File: src/rtl/pe_pkg.sv
// pe_pkg: shared state encoding, mode codes and sizing helper for the MAC PE
package pe_pkg;
  typedef enum logic [2:0] {IDLE, CALC, QUANT, RESULT, DRAIN} state_t;
  localparam logic MODE_ADD = 1'b0;
  localparam logic MODE_SUB = 1'b1;
  function automatic int min_acc_len(input int in_len);
    return 2 * in_len;
  endfunction
endpackage

File: src/rtl/pe_quant_sat.sv
// pe_quant_sat: arithmetic right shift of the accumulator with optional clip to the output width
module pe_quant_sat #(
  parameter int ACC_LEN = 40,
  parameter int OUT_LEN = 16,
  parameter int FRAC = 8,
  parameter bit SAT = 1'b1
) (
  input  logic signed [ACC_LEN-1:0] acc,
  output logic [OUT_LEN-1:0]        q,
  output logic                      clipped
);
  localparam logic signed [ACC_LEN-1:0] QMAX = {{(ACC_LEN-OUT_LEN+1){1'b0}}, {(OUT_LEN-1){1'b1}}};
  localparam logic signed [ACC_LEN-1:0] QMIN = ~QMAX;
  logic signed [ACC_LEN-1:0] s;
  logic hi, lo;
  always_comb begin
    s = acc >>> FRAC;
    hi = s > QMAX;
    lo = s < QMIN;
    clipped = SAT && (hi || lo);
    q = !clipped ? s[OUT_LEN-1:0] : hi ? {1'b0, {(OUT_LEN-1){1'b1}}} : {1'b1, {(OUT_LEN-1){1'b0}}};
  end
endmodule

File: src/rtl/pe_mac_sat.sv
// pe_mac_sat: systolic MAC processing element with add/sub accumulate, saturating quantiser and drain chain
module pe_mac_sat
  import pe_pkg::*;
#(
  parameter int IN_LEN = 16,
  parameter int ACC_LEN = 40,
  parameter int OUT_LEN = 16,
  parameter int FRAC = 8,
  parameter bit SAT = 1'b1
) (
  input  logic                     clk,
  input  logic                     sys_rst,
  input  logic                     cal_en,
  input  logic                     cal_done,
  input  logic                     mode,
  input  logic signed [IN_LEN-1:0] westin,
  input  logic signed [IN_LEN-1:0] northin,
  input  logic                     shift,
  input  logic                     din_val,
  input  logic [OUT_LEN-1:0]       din,
  output logic                     n_cal_en,
  output logic                     n_cal_done,
  output logic                     n_mode,
  output logic signed [IN_LEN-1:0] eastout,
  output logic signed [IN_LEN-1:0] southout,
  output logic                     dout_val,
  output logic [OUT_LEN-1:0]       dout,
  output logic                     sat_flag,
  output logic                     err,
  output logic                     busy
);
  localparam int PW = min_acc_len(IN_LEN);
  state_t state;
  logic mode_q, sub, clipped;
  logic signed [PW-1:0] prod;
  logic signed [ACC_LEN-1:0] pext, term, acc;
  logic [OUT_LEN-1:0] q;
  always_comb begin
    prod = PW'(westin) * PW'(northin);
    pext = ACC_LEN'(prod);
    sub = state == IDLE ? mode == MODE_SUB : mode_q == MODE_SUB;
    term = sub ? -pext : pext;
    busy = state != IDLE;
  end
  pe_quant_sat #(.ACC_LEN(ACC_LEN), .OUT_LEN(OUT_LEN), .FRAC(FRAC), .SAT(SAT)) u_quant (
    .acc(acc),
    .q(q),
    .clipped(clipped)
  );
  always_ff @(posedge clk) begin
    if (sys_rst) begin
      state <= IDLE;
      acc <= '0;
      mode_q <= 1'b0;
      n_cal_en <= 1'b0;
      n_cal_done <= 1'b0;
      n_mode <= 1'b0;
      eastout <= '0;
      southout <= '0;
      dout_val <= 1'b0;
      dout <= '0;
      sat_flag <= 1'b0;
      err <= 1'b0;
    end else begin
      n_cal_en <= cal_en;
      n_cal_done <= cal_done;
      n_mode <= mode;
      if (cal_en) begin
        eastout <= westin;
        southout <= northin;
      end
      err <= err | (cal_en && state inside {QUANT, RESULT, DRAIN});
      case (state)
        IDLE: if (cal_en) begin
          acc <= term;
          mode_q <= mode;
          sat_flag <= 1'b0;
          state <= cal_done ? QUANT : CALC;
        end
        CALC: begin
          if (cal_en) acc <= acc + term;
          if (cal_done) state <= QUANT;
        end
        QUANT: begin
          dout <= q;
          dout_val <= 1'b1;
          sat_flag <= clipped;
          state <= RESULT;
        end
        RESULT: if (shift) begin
          dout <= din;
          dout_val <= din_val;
          state <= DRAIN;
        end
        DRAIN: if (shift) begin
          dout <= din;
          dout_val <= din_val;
          if (!din_val) state <= IDLE;
        end
        default: state <= IDLE;
      endcase
    end
  end
endmodule

File: config.mk
export PLATFORM = sky130hd
export DESIGN_NAME = pe_mac_sat
export DESIGN_NICKNAME = d
export VERILOG_FILES = /design/src/rtl/pe_pkg.sv /design/src/rtl/pe_quant_sat.sv /design/src/rtl/pe_mac_sat.sv
export SDC_FILE = /design/constraint.sdc
export NUM_CORES = 1
export LEC_CHECK = 0
export CAP_MARGIN = 10
export CORE_MARGIN = 8
export CORE_UTILIZATION = 50
export DETAILED_ROUTE_END_ITERATION = 8
export PLACE_DENSITY_LB_ADDON = 0.1
export SLEW_MARGIN = 20
export SYNTH_ARGS = -nofsm -noshare
export SYNTH_HDL_FRONTEND = slang
export SYNTH_HIERARCHICAL = 1
export SYNTH_SLANG_ARGS = --single-unit
File: constraint.sdc
create_clock -name clk -period 17.7 [get_ports clk]
set_input_delay 5.31 -clock clk [delete_from_list [all_inputs] [get_ports clk]]
set_output_delay 5.31 -clock clk [all_outputs]
set_load 0.02 [all_outputs]
==> results_dict.tcl <==
set metrics [dict create \
    status "completed" \
    avgSynthCellArea_um2 8.53 \
    arrival_ps 15470 \
    finalHoldViolations 0 \
    wl_per_cell_um 17.7 \
    dp_hpwl_um 36200 \
    drv_slew 0 \
    die_h_um 204 \
    ctsHoldBuffers 0 \
    cts_max_path_buffers 2 \
    synthFlopType "dfxtp_1" \
    cp_slowest_cell "clkdlybuf4s50_1" \
    clk_pin_slew_worst_paths_ps 90 \
    pre_cts_slack_ps 2180 \
    synthArstFlopShare_pct 0 \
    htree_levels 3 \
    max_stage_delay_ps 1030 \
    grt_max_degree 80 \
    finalCriticalPeriod_ps 15250 \
    clock_sinks 98 \
    areaGrowthSynthToFinish_pct 8.84 \
    drive_above_1_share_pct 4.31 \
    place.gp.congestion 0.894 \
    synth.area.top_cells "fa_1, dfxtp_1, ha_1" \
    netlist_area_mm2 0.0177 \
    worstSetupPathType "in2reg" \
    fin_skew_ps 23.8 \
    relSlewSlack_pct 33.7 \
    ios 110 \
    drt_iter0_drc 729 \
    synth_edf_count 0 \
    syn_inst 2071 \
    rows 69 \
    ant_nets 0 \
    fin_tns_setup_ps 0 \
    fillers 3379 \
    ys_ff_latch 98 \
    cts_tree "built" \
    vias_per_cell 5.56 \
    crit_top_cell "fa_1" \
    cts_root_buf "clkbuf_16" \
    setup_violations 0 \
    crit_fanout 17 \
    required_ps 17930 \
    grt_antenna_before_repair 0 \
    yosysTopAreaCellShare_pct 29.8 \
    fin_nets 2550 \
    drt_wl_total_um 45500 \
    final_util_pct 54.6 \
    grt_pass1_vias 15152 \
    start_util_pct 50.2 \
    final.setup.worst_slack_ps 2450 \
    die_area_mm2 0.0416 \
    diodes 0 \
    core_area_mm2 0.0352 \
    worstHoldPathType "reg2reg" \
    cts_made_buffers 9 \
    fp.dieW_um 204 \
    vias 14283 \
    rsz0062_at_grt "false" \
    setup.worst_path.start_class "input port" \
    worst_pin_slew_ps 994 \
    synth_nets 2516 \
    cts_resized 0 \
    grt_usage_pct 23.0 \
    grt_pass1_wl_um 77600 \
    crit_path_end_kind "register" \
    post-cts-setup-buffer-count 0 \
    min_period_over_period_pct 86.1 \
    portBuffers 109 \
    drc 0 \
    drv_cap 0 \
    hold_ws_ps 465 \
    max_freq_mhz 65.6 \
    synth.distinct_cells 95 \
    globalRoute.totalOverflow 0 \
    yosysTopAreaCell "fa_1" \
    dr.pass1.iters 4 \
    synth-warning-count 6 \
    clk_latency_ps 380 \
    ys_seq_area_share_pct 11.1 \
]
==> per-stage QoR <==
step / area, µm² / cells
floorplan: 17700 / 2071
global placement: 18900 / 2555
detailed placement: 18900 / 2555
CTS: 19200 / 2571
global route: 19200 / 2571
finish: 19200 / 2571
==> cell usage after synthesis, types with 4 or more instances <==
cell       number
o21ai_1         4
nor2b_1        10
o21bai_1        9
a21o_1         34
nor4_1          7
nor4_4          4
o22ai_1         8
o21a_1         12
or2_2           6
inv_1         319
o211ai_1       16
nand2b_1       16
or3_1           9
nand3b_1        4
a311oi_1        7
xor2_1         27
o21ai_0        88
o21ba_2         7
mux2i_1        56
nor3b_1         6
a21oi_1        93
clkbuf_8        5
buf_6           7
nand4_1        16
ha_1          127
fa_1          263
clkbuf_1       75
a21o_2          5
nand2_1       206
a41oi_1         4
a2111oi_0       5
a211oi_1       32
o31a_1          4
nor3_1         20
buf_2           5
and3_1          7
dfxtp_1        98
nand3_1        22
xnor2_1        60
nor2_1        146
and2_1        130
a31oi_1        11
==> sequential cells by signal (all words and copies together) (netlist names) <==
| signal | flops |
|---|---|
| err | 1 |
| southout | 16 |
| dout_val | 1 |
| n_cal_en | 1 |
| acc | 40 |
| eastout | 16 |
| state | 3 |
| mode_q | 1 |
| n_mode | 1 |
| dout | 16 |
| n_cal_done | 1 |
| sat_flag | 1 |
==> cell families (layout without fill, tap and decap cells) <==
| logic type | Yosys count | in the layout | share of synthesized area (%) |
|---|---|---|---|
| AOI/OAI and AO/OA | 389 | 389 | 15.0 |
| xor gates and xnor gates | 87 | 87 | 4.31 |
| adders and majority gates | 390 | 390 | 38.8 |
| buffers and inverters | 416 | 455 | 9.47 |
| DFF | 98 | 98 | 11.1 |
| muxes | 59 | 59 | 3.38 |
| and+or+nand+nor | 632 | 632 | 18.0 |
==> placed cells by master, fill, tap and decap left out, types with 10 or more instances in the layout <==
cell type	netlist	final
a21oi_1	93	93
clkdlybuf4s50_1	0	107
a31oi_1	11	11
nand2b_1	16	16
xnor2_1	60	60
nand3_1	22	22
and2_1	130	130
o21ai_0	88	88
buf_4	1	10
a21o_1	34	34
o211ai_1	16	16
fa_1	263	263
a211oi_1	32	32
nor2b_1	10	10
mux2i_1	56	56
o21a_1	12	12
nor2_1	146	146
xor2_1	27	27
inv_1	319	319
ha_1	127	127
nand2_1	206	206
nor3_1	20	20
nand4_1	16	16
dfxtp_1	98	98
==> metal layers <==
metal | track usage (%) | vias to the layer above | share of wire, %
li1 | - | 6815 | -
met1 | 29.3 | 7138 | 44
met2 | 40.9 | 272 | 50
met3 | 2.41 | 58 | 3.7
met4 | 6.17 | 0 | 2.2
met5 | 0 | - | 0
==> layout make-up <==
class,count,area [µm²],area share (%)
clock buffer,10,239,1.24
clock inverter,6,56.3,0.293
inverter,320,1200,6.24
multi-input combinational,1557,14000,73.0
sequential,98,1960,10.2
tap,461,577,3.00
timing repair buffer,119,1160,6.01
==> worst max-delay path, delay by kind of cell <==
kind / cells / cell delay, ps
AND/OR/NAND/NOR: 9 / 1890
AO/OA/AOI/OAI: 10 / 2620
buffers and inverters: 4 / 1160
multiplexers: 1 / 380
adder cells (fa/ha/maj): 8 / 3960
XOR/XNOR: 1 / 110
==> worst paths after layout <==
check                           startpoint       to  slack, ps  depth (start not counted)
worst max-delay path            westin[10]  acc[39]       2450                         33
worst min-delay path                   err      err        470                          2
worst max register to register    state[2]  acc[39]      12100                         17
worst min register to register         err      err        470                          2
Power is not shown: default switching activity piles up to over one toggle a cycle in this logic, so the estimate is an artifact.
